==> src/rtl/ctrl_bank_timer_pkg.sv <==
// ctrl_bank_timer_pkg: shared request/address types, bank-timer states and default DDR timings
package ctrl_bank_timer_pkg;

    typedef enum logic [1:0] {RD_R, WR_R, RDA_R, WRA_R} request_type;

    typedef struct packed {
        logic [1:0]  bg;
        logic [1:0]  ba;
        logic [13:0] row;
    } mem_addr_type;

    typedef enum logic [3:0] {
        IDLE, PRE, PRE_WAIT, ACT, ACT_WAIT, HIT, CAS, DATA_WAIT,
        AP_WAIT, PREA, PREA_WAIT, REF, REF_WAIT
    } bank_state_e;

    localparam int T_RCD_DEF  = 11;
    localparam int T_RP_DEF   = 11;
    localparam int T_WR_DEF   = 12;
    localparam int T_RFC_DEF  = 208;
    localparam int T_REFI_DEF = 6240;
    localparam int CNT_W_DEF  = 13;

    function automatic logic is_wr(request_type t);
        return t == WR_R || t == WRA_R;
    endfunction

    function automatic logic is_ap(request_type t);
        return t == RDA_R || t == WRA_R;
    endfunction

endpackage

==> src/rtl/ctrl_bank_timer_row_table.sv <==
// bank_row_table: open-row register file for 16 banks, indexed by {bg, ba}
//   lk_idx/lk_row  -> lk_valid (bank open), lk_hit (open on lk_row); miss = lk_valid && !lk_hit
//   open_en        -> mark wr_idx open on wr_row
//   close_en       -> mark wr_idx closed
//   clear_all      -> close every bank (wins over open/close)
//   any_open       -> at least one bank open
module bank_row_table (
    input  logic        CK_t,
    input  logic        reset_n,
    input  logic [3:0]  lk_idx,
    input  logic [13:0] lk_row,
    output logic        lk_valid,
    output logic        lk_hit,
    input  logic        open_en,
    input  logic        close_en,
    input  logic        clear_all,
    input  logic [3:0]  wr_idx,
    input  logic [13:0] wr_row,
    output logic        any_open
);

    logic [15:0] valid_q, valid_d;
    logic [13:0] row_q [16];
    logic [13:0] row_d [16];

    always_comb begin
        valid_d = valid_q;
        row_d   = row_q;
        if (open_en) begin
            valid_d[wr_idx] = 1'b1;
            row_d[wr_idx]   = wr_row;
        end
        if (close_en) valid_d[wr_idx] = 1'b0;
        if (clear_all) valid_d = '0;
    end

    always_ff @(posedge CK_t or negedge reset_n) begin
        if (!reset_n) begin
            valid_q <= '0;
            row_q   <= '{default: '0};
        end else begin
            valid_q <= valid_d;
            row_q   <= row_d;
        end
    end

    assign lk_valid = valid_q[lk_idx];
    assign lk_hit   = lk_valid && row_q[lk_idx] == lk_row;
    assign any_open = |valid_q;

endmodule

==> src/rtl/ctrl_bank_timer.sv <==
// ctrl_bank_timer: per-request PRE/ACT/CAS pulse sequencing with open-row tracking and periodic refresh
//   init_done, req_valid, req_type, bg/ba/row_addr : host request interface
//   CL, CWL, AL, BL                                : mode-register latencies used for CAS-to-idle timing
//   busy                                           : request cannot be accepted
//   act_rdy, no_act_rdy, cas_rdy, pre_rdy          : one-cycle request command pulses
//   prea_rdy, refresh_rdy                          : one-cycle refresh command pulses
//   ref_overrun                                    : sticky, a refresh interval expired with refresh still pending
module ctrl_bank_timer
    import ctrl_bank_timer_pkg::*;
#(
    parameter int tRCD  = T_RCD_DEF,
    parameter int tRP   = T_RP_DEF,
    parameter int tWR   = T_WR_DEF,
    parameter int tRFC  = T_RFC_DEF,
    parameter int tREFI = T_REFI_DEF,
    parameter int CNT_W = CNT_W_DEF
) (
    input  logic        CK_t,
    input  logic        reset_n,
    input  logic        init_done,
    input  logic        req_valid,
    input  logic [1:0]  req_type,
    input  logic [1:0]  bg_addr,
    input  logic [1:0]  ba_addr,
    input  logic [13:0] row_addr,
    input  logic [4:0]  CL,
    input  logic [4:0]  CWL,
    input  logic [4:0]  AL,
    input  logic [3:0]  BL,
    output logic        busy,
    output logic        act_rdy,
    output logic        no_act_rdy,
    output logic        cas_rdy,
    output logic        pre_rdy,
    output logic        prea_rdy,
    output logic        refresh_rdy,
    output logic        ref_overrun
);

    // Wait states exit when the counter reaches 0, so a state entered after
    // a one-cycle command state is loaded with delay-2 to land the next
    // command exactly delay cycles after the previous one.
    localparam logic [CNT_W-1:0] RCD_L  = CNT_W'(tRCD - 2);
    localparam logic [CNT_W-1:0] RP_L   = CNT_W'(tRP - 2);
    localparam logic [CNT_W-1:0] AP_L   = CNT_W'(tRP - 1);
    localparam logic [CNT_W-1:0] RFC_L  = CNT_W'(tRFC - 2);
    localparam logic [CNT_W-1:0] REFI_L = CNT_W'(tREFI);

    bank_state_e      state_q, state_d;
    logic [CNT_W-1:0] cnt_q, cnt_d, ref_cnt_q, ref_cnt_d, lat;
    request_type      type_q, type_d;
    mem_addr_type     addr_q, addr_d;
    logic             ref_pending_q, ref_pending_d, ref_overrun_q, ref_overrun_d;
    logic             act_rdy_q, act_rdy_d, no_act_rdy_q, no_act_rdy_d, cas_rdy_q, cas_rdy_d;
    logic             pre_rdy_q, pre_rdy_d, prea_rdy_q, prea_rdy_d, refresh_rdy_q, refresh_rdy_d;
    logic             lk_valid, lk_hit, any_open, cnt_zero, ref_expire, ref_done;

    bank_row_table u_rows (
        .CK_t      (CK_t),
        .reset_n   (reset_n),
        .lk_idx    ({bg_addr, ba_addr}),
        .lk_row    (row_addr),
        .lk_valid  (lk_valid),
        .lk_hit    (lk_hit),
        .open_en   (state_q == ACT),
        .close_en  (state_q == PRE || (state_q == CAS && is_ap(type_q))),
        .clear_all (state_q == PREA),
        .wr_idx    ({addr_q.bg, addr_q.ba}),
        .wr_row    (addr_q.row),
        .any_open  (any_open)
    );

    assign cnt_zero   = cnt_q == '0;
    assign lat        = CNT_W'(AL) + (is_wr(type_q) ? CNT_W'(CWL) + CNT_W'(tWR) : CNT_W'(CL)) + CNT_W'(BL >> 1);
    assign ref_expire = init_done && ref_cnt_q == '0;
    assign ref_done   = state_q == REF_WAIT && cnt_zero;

    always_comb begin
        state_d = state_q;
        cnt_d   = cnt_zero ? cnt_q : cnt_q - 1'b1;
        type_d  = type_q;
        addr_d  = addr_q;
        unique case (state_q)
            IDLE: begin
                if (ref_pending_q) begin
                    state_d = any_open ? PREA : REF;
                end else if (init_done && req_valid) begin
                    type_d  = request_type'(req_type);
                    addr_d  = '{bg: bg_addr, ba: ba_addr, row: row_addr};
                    state_d = !lk_valid ? ACT : lk_hit ? HIT : PRE;
                end
            end
            PRE:       begin state_d = PRE_WAIT; cnt_d = RP_L; end
            PRE_WAIT:  state_d = cnt_zero ? ACT : PRE_WAIT;
            ACT:       begin state_d = ACT_WAIT; cnt_d = RCD_L; end
            ACT_WAIT:  state_d = cnt_zero ? CAS : ACT_WAIT;
            HIT:       state_d = CAS;
            CAS:       begin state_d = DATA_WAIT; cnt_d = lat - CNT_W'(2); end
            DATA_WAIT: begin
                if (cnt_zero) begin
                    state_d = is_ap(type_q) ? AP_WAIT : IDLE;
                    cnt_d   = AP_L;
                end
            end
            AP_WAIT:   state_d = cnt_zero ? IDLE : AP_WAIT;
            PREA:      begin state_d = PREA_WAIT; cnt_d = RP_L; end
            PREA_WAIT: state_d = cnt_zero ? REF : PREA_WAIT;
            REF:       begin state_d = REF_WAIT; cnt_d = RFC_L; end
            REF_WAIT:  state_d = cnt_zero ? IDLE : REF_WAIT;
            default:   state_d = IDLE;
        endcase
        act_rdy_d     = state_d == ACT;
        no_act_rdy_d  = state_d == HIT;
        cas_rdy_d     = state_d == CAS;
        pre_rdy_d     = state_d == PRE;
        prea_rdy_d    = state_d == PREA;
        refresh_rdy_d = state_d == REF;
        ref_cnt_d     = !init_done ? ref_cnt_q : ref_expire ? REFI_L : ref_cnt_q - 1'b1;
        // a new expiry re-arms the request even in the cycle the previous refresh retires
        ref_pending_d = ref_expire || (ref_pending_q && !ref_done);
        ref_overrun_d = ref_overrun_q || (ref_expire && ref_pending_q);
    end

    always_ff @(posedge CK_t or negedge reset_n) begin
        if (!reset_n) begin
            state_q       <= IDLE;
            cnt_q         <= '0;
            type_q        <= RD_R;
            addr_q        <= '0;
            ref_cnt_q     <= REFI_L;
            ref_pending_q <= 1'b0;
            ref_overrun_q <= 1'b0;
            act_rdy_q     <= 1'b0;
            no_act_rdy_q  <= 1'b0;
            cas_rdy_q     <= 1'b0;
            pre_rdy_q     <= 1'b0;
            prea_rdy_q    <= 1'b0;
            refresh_rdy_q <= 1'b0;
        end else begin
            state_q       <= state_d;
            cnt_q         <= cnt_d;
            type_q        <= type_d;
            addr_q        <= addr_d;
            ref_cnt_q     <= ref_cnt_d;
            ref_pending_q <= ref_pending_d;
            ref_overrun_q <= ref_overrun_d;
            act_rdy_q     <= act_rdy_d;
            no_act_rdy_q  <= no_act_rdy_d;
            cas_rdy_q     <= cas_rdy_d;
            pre_rdy_q     <= pre_rdy_d;
            prea_rdy_q    <= prea_rdy_d;
            refresh_rdy_q <= refresh_rdy_d;
        end
    end

    assign busy        = !init_done || state_q != IDLE || ref_pending_q;
    assign act_rdy     = act_rdy_q;
    assign no_act_rdy  = no_act_rdy_q;
    assign cas_rdy     = cas_rdy_q;
    assign pre_rdy     = pre_rdy_q;
    assign prea_rdy    = prea_rdy_q;
    assign refresh_rdy = refresh_rdy_q;
    assign ref_overrun = ref_overrun_q;

endmodule

==> config.mk <==
export PLATFORM = sky130hd
export DESIGN_NAME = ctrl_bank_timer
export DESIGN_NICKNAME = d
export VERILOG_FILES = /design/src/rtl/ctrl_bank_timer_pkg.sv /design/src/rtl/ctrl_bank_timer_row_table.sv /design/src/rtl/ctrl_bank_timer.sv
export SDC_FILE = /design/constraint.sdc
export NUM_CORES = 1
export LEC_CHECK = 0
export CAP_MARGIN = 5
export CORE_MARGIN = 2
export CORE_UTILIZATION = 60
export DETAILED_ROUTE_END_ITERATION = 8
export PLACE_DENSITY_LB_ADDON = 0.12
export SLEW_MARGIN = 20
export SYNTH_ARGS = -nofsm -noshare
export SYNTH_HDL_FRONTEND = slang
export SYNTH_HIERARCHICAL = 1
export SYNTH_SLANG_ARGS = --single-unit
==> constraint.sdc <==
create_clock -name CK_t -period 8.7 [get_ports CK_t]
set_input_delay 1.74 -clock CK_t [delete_from_list [all_inputs] [get_ports CK_t]]
set_output_delay 1.74 -clock CK_t [all_outputs]
set_load 0.03 [all_outputs]
# After elaboration in Yosys (flattened, before gate mapping)
# Index checks and enable logic that the tools add are counted.
[classes] n_addsub=6 mul=0 n_div=0 n_lt_le_gt_ge=6 eq_ne=22 shifts=0 muxes=31 n_bitwise=6 n_reduce_logical=25
[op_table] operator="224-bit bitwise mux" count=1
[op_table] operator="14-bit binary-select mux with 4-bit select" count=1
[op_table] operator="14-bit demux with 4-bit select" count=1
[op_table] operator="13-bit case mux with 4 select lines" count=1
[op_table] operator="4-bit case mux with 13 select lines" count=1
[op_table] operator="16-bit 2-to-1 mux" count=3
[op_table] operator="14-bit 2-to-1 mux" count=3
[op_table] operator="13-bit 2-to-1 mux" count=3
[op_table] operator="4-bit == test, second input constant" count=7
[op_table] operator="13-bit zero test" count=2
[op_table] operator="13-bit by 1-bit subtractor with 13-bit output, second input constant" count=2
[op_table] operator="4-bit by 3-bit == test with 1-bit output, second input constant" count=6
[op_table] operator="4-bit 2-to-1 mux" count=6
[op_table] operator="16-bit AND" count=1
[op_table] operator="16-bit NOT" count=1
[op_table] operator="16-bit OR" count=1
[op_table] operator="16-bit OR reduction" count=1
[op_table] operator="14-bit == test" count=1
[op_table] operator="4-bit by 2-bit == test with 1-bit output, second input constant" count=3
[op_table] operator="5-bit >= comparator, second input constant" count=2
[op_table] operator="4-bit by 5-bit less-than comparator with 1-bit output, second input constant" count=2
[op_table] operator="4-bit NOT with 5-bit output" count=2
[op_table] operator="1-bit logical AND" count=9
[op_table] operator="8-bit by 2-bit subtractor with 9-bit output, second input constant" count=1
[op_table] operator="other kinds (21)" count=35
[word_totals] register_bits=298 latch_bits=0 mem_bits_rw=0 romBits=0 input_bits=43 output_inout_bits=8 mem_count=0

# Longest topological paths before layout
# Gate-level depths: netlist of run 1.
[depth] ltp_word=12 depth_mapped=13 ltp_nobuf=13

# Hierarchy
# Netlist of run 1, hierarchy kept.
[modules_own_cells] mod="bank_row_table" instances=1 cells_per_inst=756 area_each_um2=11304.6 seq_area_each_um2=6005.8
[modules_own_cells] mod="ctrl_bank_timer" instances=1 cells_per_inst=328 area_each_um2=3323.2 seq_area_each_um2=1456.4

# Worst setup path before layout of run 1
# Ideal clock, no wire load.
[synth_path] path_type="input to register" startpoint="in ba_addr[1]" endpoint="reg refresh_rdy_q (netlist: refresh_rdy)" setup_ps=120 arrival_ps=4051 required_time_ps=8580 setup_slack_ps=4529 cell_stages=11 path_buffers=3 path_cell_list="buf_4 buf_4 buf_2 mux4_2 mux2i_1 xor2_1 o2111ai_1 a2111oi_2 nand4_1 o211ai_1 and3b_1"
[synth_via] elab_chain_len=12
[synth_lines] element="start: declaration" line="ctrl_bank_timer.sv:24" rtl="input logic [1:0] ba_addr,"
[synth_lines] element="4-bit NOT with 5-bit output (not written as such)" line="ctrl_bank_timer_row_table.sv:48" rtl="assign lk_hit = lk_valid && row_q[lk_idx] == lk_row;"
[synth_lines] element="14-bit binary-select mux with 4-bit select" line="ctrl_bank_timer_row_table.sv:48"
[synth_lines] element="14-bit 2-to-1 mux (not written as such) (2 in a row)" line="ctrl_bank_timer_row_table.sv:48"
[synth_lines] element="14-bit == test" line="ctrl_bank_timer_row_table.sv:48"
[synth_lines] element="1-bit logical AND *" line="ctrl_bank_timer_row_table.sv:48"
[synth_lines] element="named net lk_hit" line="ctrl_bank_timer.sv:56" rtl="logic lk_valid, lk_hit, any_open, cnt_zero, ref_expire, ref_done;"
[synth_lines] element="3-bit 2-to-1 mux * (2 in a row)" line="ctrl_bank_timer.sv:90" rtl="state_d = !lk_valid ? ACT : lk_hit ? HIT : PRE;"
[synth_lines] element="4-bit 2-to-1 mux *" line="ctrl_bank_timer.sv:87" rtl="end else if (init_done && req_valid) begin"
[synth_lines] element="4-bit 2-to-1 mux *" line="ctrl_bank_timer.sv:85" rtl="if (ref_pending_q) begin"
[synth_lines] element="4-bit case mux with 13 select lines *" line="ctrl_bank_timer.sv:83" rtl="unique case (state_q)"
[synth_lines] element="4-bit == test *" line="ctrl_bank_timer.sv:117" rtl="refresh_rdy_d = state_d == REF;"
[synth_lines] element="named net refresh_rdy_d" line="ctrl_bank_timer.sv:55" rtl="logic pre_rdy_q, pre_rdy_d, prea_rdy_q, prea_rdy_d, refresh_rdy_q, refresh_rdy_d;"
[synth_lines] element="end signal: assignment" line="ctrl_bank_timer.sv:152" rtl="refresh_rdy_q <= refresh_rdy_d;"
[synth_lines] element="end: declaration" line="ctrl_bank_timer.sv:55"
# The timed path passes the listed nets; every way through them passes the cells marked *. The select of a mux whose other input is x is not followed.
# A chain may end at the register's enable or synchronous reset.

# Worst setup path after layout of run 1
[layout_path] startpoint="in bg_addr[1]" endpoint="reg refresh_rdy_q (netlist: refresh_rdy)"
[layout_via] elab_chain_len=12
[layout_lines] element="start: declaration" line="ctrl_bank_timer.sv:23" rtl="input logic [1:0] bg_addr,"
[layout_lines] element="4-bit NOT with 5-bit output (not written as such)" line="ctrl_bank_timer_row_table.sv:48"
[layout_lines] element="14-bit binary-select mux with 4-bit select" line="ctrl_bank_timer_row_table.sv:48"
[layout_lines] element="14-bit 2-to-1 mux (not written as such) (2 in a row)" line="ctrl_bank_timer_row_table.sv:48"
[layout_lines] element="14-bit == test" line="ctrl_bank_timer_row_table.sv:48"
[layout_lines] element="1-bit logical AND *" line="ctrl_bank_timer_row_table.sv:48"
[layout_lines] element="named net lk_hit" line="ctrl_bank_timer.sv:56"
[layout_lines] element="3-bit 2-to-1 mux * (2 in a row)" line="ctrl_bank_timer.sv:90"
[layout_lines] element="4-bit 2-to-1 mux *" line="ctrl_bank_timer.sv:87"
[layout_lines] element="4-bit 2-to-1 mux *" line="ctrl_bank_timer.sv:85"
[layout_lines] element="4-bit case mux with 13 select lines *" line="ctrl_bank_timer.sv:83"
[layout_lines] element="4-bit == test *" line="ctrl_bank_timer.sv:117"
[layout_lines] element="named net refresh_rdy_d" line="ctrl_bank_timer.sv:55"
# Marks and branches as above.

==> results.md, run 1 <==
* Final hold vios at 0
* Outcome: finished clean
* CTS max path bufs at 3
* Aggregate routed wire length at 32700 um
* Worst Tran Pin Value at roughly 1.2 ns
* CTS resizes at 0
* Cell Area, Synth at around 0.015 sq mm
* Worst skew pair latency at ~0.58 ns
* Most frequent cells in the layout: 294 x dfrtp_1, 247 x mux2_2, 55 x mux4_2, 45 x clkdlybuf4s50_1, 38 x nor2_1
* Startpoint types: primary input
* Max layer used: met4
* Synth Flop Type: dfrtp_1
* Routed WL per cell at about 22 um
* Required @ worst endpoint at 9.15 ns
* Achievable frequency at approximately 200 MHz
* Hold crit path type: flip-flop to flip-flop
* Netlist cell types at 64
* All-layer global routing usage at between 20% and 30%
* Die Y at around 160 um
* Syn Nets at approximately 1100
* VDD IR max at 173 uV
* Initial core utilization at approximately three fifths
* Worst path cell trace: clkdlybuf4s50_1 > buf_4 > mux4_2 > mux2i_1 > xnor2_1 > o22ai_1 > o221ai_1 > a2111oi_2 > nand4_1 > o211ai_1 > and3b_1
* Site Rows at 57
* Max-cap violations at 0
* Setup violators final at 0
* Buf/Inv on CP at 2
* # hold bufs at CTS at 0
* Seq cells post-synth at ~300
* Critical Path AT at about 5.6 ns
* Met3 WL post-DR at 1370 um
* PwrDens at between 150 and 200 mW/mm^2
* DRT iter0 DRCs at 714
* Die area at between 0.02 and 0.03 sq mm
* Leakage at between 0.007 and 0.008 uW
* Crit Path Category: primary input to flip-flop
* Post-CTS Setup Inserts at 0
* Critical Path Max Stage Delay at roughly 1 ns
* Number of global-route vias before repair at ~9400
* GPL Wtd Cong at about 0.82
* Share of flip-flops with an asynchronous set or reset at 100%
* N_diodes at 0
* CTS Sinks at ~300
* EDFF count, synth at 0
* Nets at 1180
* Rel. slew slack at 22.7%
* Max-slew violations at 0
* Largest delay share family, worst path: buffers and inverters
* Area growth from synthesis to layout at 12.6%
* DR vias/cell at a little over 6
* Post-layout min period at 5.09 ns
* H-tree depth at 1
* Top cell type by total area after synthesis: dfrtp_1
* Share of layout cells above drive strength 1 at 35.4%
* Initial antenna violation count at 0
* Commonest non-fill, non-tap cell in the layout: dfrtp_1
* Worst Skew at 0.0220 ns
* Main area contributors after synthesis: dfrtp_1 50%, mux2_2 19%, mux4_2 8.5%, mux2i_1 2.1%, xnor2_1 1.9%
* Slowest-stage cell, CP: clkdlybuf4s50_1
* Final Core Density at between 60% and 70%
* Cell count after synthesis at about 1100
* Detailed placement HPWL at about 20000 um
* I/O pin total at between 50 and 60
* Clock Root Buffer: clkbuf_16
* IO buf count at roughly 50
* Core ar. at 0.0241 sq mm
* Final ANT Viol Nets at 0
* # fillers at about 1800
* Pin count of the biggest net entering global routing at 175
* Post-route clock period utilization at 58.6%
* WL met1 at ~15000 um
* Via count of the routed design at roughly 9000
* CP Capture Type: flip-flop
* Mapped Avg Cell Area at about 13 sq um
* DRT Pass-1 Iters at 5
* CP max FO at 18
* Met2 wire length at around 16000 um
* First-pass GRT wire length at between 50000 and 60000 um
* Register area share after synthesis at ~50%
* CTS tree: done
* Post-synth top area share at 50.3%
* Clock transition at path regs at ~0.06 ns
* CTS Buf Count at 31
* Final TNS setup at 0 ns
* RSZ-0062 raised after global routing: no
* Grt ovf at 0
* # DRC at 0
* YS warnings at 6
* Width of the die at 160 um
## cell families (layout without fill, tap and decap cells)
logic type / after synthesis / after routing / synth area share (%)
buffers and inverters: 97 / 151 / 3.05
and+or+nand+nor: 182 / 182 / 6.59
xor gates and xnor gates: 46 / 46 / 2.75
muxes: 334 / 334 / 29.8
DFF: 298 / 298 / 51.0
adders and majority gates: 21 / 21 / 2.00
AOI/OAI and AO/OA: 106 / 106 / 4.82
## where the power goes
| part | switching (uW) | total, uW | internal (uW) |
|---|---|---|---|
| logic | 119 | 213 | 94.1 |
| registers | 41.6 | 1470 | 1420 |
| clock network | 553 | 1400 | 844 |
## Yosys cell counts, drive strengths merged (5+ instances only)
master / number
dfrtp: 294
mux2: 247
mux4: 56
nor2: 48
clkbuf: 36
nand2: 35
buf: 32
xnor2: 32
mux2i: 31
inv: 29
a21oi: 25
o21ai: 20
nor3: 18
ha: 17
a211oi: 16
xor2: 14
nor2b: 12
nand3: 11
nor4: 11
nand2b: 8
nand4: 7
o211ai: 7
a21o: 5
a22oi: 5
nor3b: 5
## per-stage QoR
step	total power (uW)	worst slack [ns]	cell area, sq um	hold WS (ns)	instances
after floorplan	1620	4.53	14600	0.471	1084
after global placement	1700	3.14	15400	0.453	1407
after detailed placement	1710	3.09	15400	0.452	1407
after CTS	3100	3.63	16500	0.465	1462
after global routing	3190	3.48	16500	0.510	1462
final	3080	3.61	16500	0.461	1462
## routing by layer
layer,global-route usage [%],up-vias
li1,-,4043
met1,37.2,4674
met2,43.2,217
met3,3.64,67
met4,8.07,0
met5,0,-
## worst paths after layout
path | to | slack (ns) | from | cells after the start
worst max-delay path | refresh_rdy | 3.61 | bg_addr[1] | 11
worst min-delay path | ref_overrun | 0.46 | ref_overrun | 1
worst max register to register | u_rows/row_q[99] | 5.21 | state_q[1] | 5
worst min register to register | ref_overrun | 0.46 | ref_overrun | 1
max in group asynchronous | u_rows/row_q[219] | 6.05 | reset_n | 2
min in group asynchronous | cnt_q[9] | 1.22 | reset_n | 1
## cell type report
| cell class | instances | area (sq um) | area share [%] |
|---|---|---|---|
| well taps | 324 | 405 | 2.46 |
| clock buffers | 39 | 856 | 5.20 |
| multi-input cells | 689 | 6780 | 41.2 |
| repair buffers | 67 | 631 | 3.83 |
| flip-flops and latches | 298 | 7460 | 45.3 |
| inverters | 29 | 109 | 0.661 |
| clock inverters | 16 | 229 | 1.39 |
## worst register-to-register path, cell delays in order, from the launching register on
cell and delay (ns):
dfrtp_1 0.70, nand2_1 0.18, nor3_1 0.39, nor3b_1 0.65, nand2_1 0.89, mux2_2 0.56
## registers in the layout, summed over array words and instances (netlist names), 2 cells and up
name and count:
u_rows/row_q 224, addr_q 18, u_rows/valid_q 16, cnt_q 13
ref_cnt_q 13, state_q 4, type_q 2
No activity file was read; power rests on OpenSTA's default activity.
==> run 2, diff against run 1 <==
==> constraint.sdc (replaced) <==
create_clock -name CK_t -period 4.8 [get_ports CK_t]
set_input_delay 0.96 -clock CK_t [delete_from_list [all_inputs] [get_ports CK_t]]
set_output_delay 0.96 -clock CK_t [all_outputs]
set_load 0.03 [all_outputs]
==> run 2 against run 1 <==
  * Flip-flop and latch count unchanged
  * Utilization up 0.46 points
  * Count of clock-buffer cells in the layout rose by 6
  * Worst hold slack got worse by 0.028 ns
  * Routed wire length is 2.8% higher
  * First-iteration DRC count increased by 9.5%
  * Sequential power rose by 81%
  * Largest cell class unchanged
  * Highest routed layer unchanged
==> results.md, run 2 (synthesis gave the netlist of run 1 again) <==
* Outcome: finished clean
* All-layer global routing usage at 27.0% (+0.64 points)
* Clock transition at path regs at 0.06 ns (about the same)
* R2R depth at 5 (unchanged)
* RSZ-0062 raised after global routing: no
* Critical path capture point: refresh_rdy
* CTS tree: done
* VDD IR max at 304 uV (+76%)
* PwrDens at 331 mW/mm^2 (+77%)
* Post-CTS Setup Inserts at 0 (unchanged)
* Power Internal at 4190 uW (+77%)
* Initial core utilization at 60.7% (unchanged)
* Detailed placement HPWL at 20900 um (+3.3%)
* Buf/Inv on CP at 2 (unchanged)
* Hold crit path type: primary input to async pin
* # fillers at 1786 (-1.9%)
* Clk pwr share at 44.2% (-1.2 points)
* Nets at 1196 (+1.4%)
* CTS Buf Count at 31 (unchanged)
* Required @ worst endpoint at 5.25 ns (-3.90 ns)
* N_diodes at 0 (unchanged)
* Aggregate routed wire length at 33700 um (+2.8%)
* Final Core Density at 68.8% (+0.46 points)
* First-pass GRT wire length at 53800 um (+2.3%)
* Max-slew violations at 0 (unchanged)
* Storage element area at 0.00746 sq mm (unchanged)
* Grt ovf at 0 (unchanged)
* Post-route clock period utilization at between 80 and 90%
* Flop-to-flop setup slack at 1.40 ns (-3.81 ns)
* Area growth from synthesis to layout at 13.4%
* Most frequent cells in the layout: 294 x dfrtp_1, 247 x mux2_2, 55 x mux4_2, 45 x clkdlybuf4s50_1, 38 x nor2_1
* Top reg by flops: u_rows/row_q
* Worst path cell trace: buf_2 > buf_4 > mux4_2 > mux2i_1 > xnor2_1 > nor3_1 > o2bb2ai_1 > a2111oi_2 > nand4_1 > o211ai_1 > and3b_1
* Setup violators final at 0 (unchanged)
* Pin count of the biggest net entering global routing at 115 (-34%)
* Die Y at 160 um (unchanged)
* Width of the die at 160 um (unchanged)
* CTS resizes at 0 (unchanged)
* Die area at 0.0256 sq mm (unchanged)
* Post-DP Area at 0.0155 sq mm (+1.1%)
* H-tree depth at 1 (unchanged)
* Rel. slew slack at 23.8% (+1.1 points)
* Cell count along the critical path at 11 (unchanged)
* GPL Wtd Cong at 0.849 (+3.6%)
* Initial antenna violation count at 0 (unchanged)
* Critical Path AT at 4.38 ns (-1.17 ns)
* Switching Share at 23.8% (+0.55 points)
* Pre-CTS setup slack at 0.356 ns (-2.73 ns)
* Reg2reg end: u_rows/row_q[219]
* # hold bufs at CTS at 0 (unchanged)
* Net switching power at 1310 uW (+83%)
* # DRC at 0 (unchanged)
* Comb pwr share at 7.4% (+0.5 points)
* Routed WL per cell at 22.7 um (+1.5%)
* Worst Skew at 0.0179 ns (-0.00410 ns)
* Power, Total at 5490 uW (+79%)
* Number of global-route vias before repair at 9523 (+1.4%)
* Post-layout min period at 3.93 ns
* DRT Pass-1 Iters at 5 (unchanged)
* PnR worst setup slack at 0.871 ns (-2.74 ns)
* Final TNS setup at 0 ns (unchanged)
* Critical path launch point: ba_addr[1]
* Achievable frequency at ~250 MHz
* CTS Sinks at 298 (unchanged)
* Worst skew pair latency at 0.57 ns (about the same)
* Largest registers: u_rows/row_q (224), addr_q (18), u_rows/valid_q (16)
* Worst Tran Pin Value at 1.14 ns (-0.0168 ns)
* CP max FO at 21 (+3)
* Share of layout cells above drive strength 1 at 36.2% (+0.80 points)
* Slowest-stage cell, CP: buf_2
* DRT iter0 DRCs at 782 (+9.5%)
* Multi-input logic area at 0.00677 sq mm (about the same)
* Leakage at 0.00767 uW (+1.1%)
* Post-route cell area at 0.0166 sq mm (+0.68%)
* Final ANT Viol Nets at 0 (unchanged)
* Register share of total power at 48.4% (+0.8 points)
* Crit Path Category: primary input to flip-flop
* Clock Root Buffer: clkbuf_16
* R2r startpoint: state_q[0]
* Final hold vios at 0 (unchanged)
* IO buf count at 49 (unchanged)
* Critical Path Max Stage Delay at 0.57 ns (-0.44 ns)
* Core ar. at 0.0241 sq mm (unchanged)
* Largest register FFs at 224 (unchanged)
* Commonest non-fill, non-tap cell in the layout: dfrtp_1
* Largest delay share family, worst path: compound AO/OA/AOI/OAI gates
* I/O pin total at 51 (unchanged)
* CP Capture Type: flip-flop
* Startpoint types: primary input
* Via count of the routed design at 9186 (+2.1%)
* Site Rows at 57 (unchanged)
* DR vias/cell at 6.20 (+0.75%)
* CTS max path bufs at 3 (unchanged)
* Max-cap violations at 0 (unchanged)
-- run 2: how the worst min path moves through the flow --
stage	start	end	cells past startpoint
floorplan	u_rows/row_q[160]	u_rows/row_q[160]	1
global placement	ref_overrun	ref_overrun	1
detailed placement	ref_overrun	ref_overrun	1
CTS	ref_overrun	ref_overrun	1
global route	ref_overrun	ref_overrun	1
finish	reset_n	cnt_q[9]	1
-- run 2: power groups by stage --
stage / Clock [uW] / Combinational, uW / Sequential, uW
global route: 2570 / 456 / 2670
CTS: 2480 / 414 / 2660
detailed placement: 0 / 409 / 2700
global placement: 0 / 398 / 2700
finish: 2430 / 407 / 2660
floorplan: 0 / 256 / 2670
-- run 2: per-stage QoR --
step           hold slack, ns  instances
6_report                0.433       1481
5_1_grt                 0.503       1481
4_1_cts                 0.472       1481
3_5_place_dp            0.451       1423
3_3_place_gp            0.445       1423
2_1_floorplan           0.471       1084
-- run 2: per-layer routing --
| layer | GRT usage, % | wire (um) | vias to the layer above |
|---|---|---|---|
| li1 | - | - | 4087 |
| met3 | 3.92 | 1550 | 60 |
| met5 | 0 | 0 | - |
| met1 | 38.5 | 15000 | 4816 |
| met4 | 5.90 | 761 | 0 |
| met2 | 44.9 | 16400 | 223 |
-- run 2: final cells by class --
class	count	share of cell area (%)
tap	324	2.44
clock buffer	45	5.48
multi-input combinational	689	40.8
sequential	298	45.0
inverter	29	0.657
clock inverter	13	0.823
timing repair buffer	83	4.75
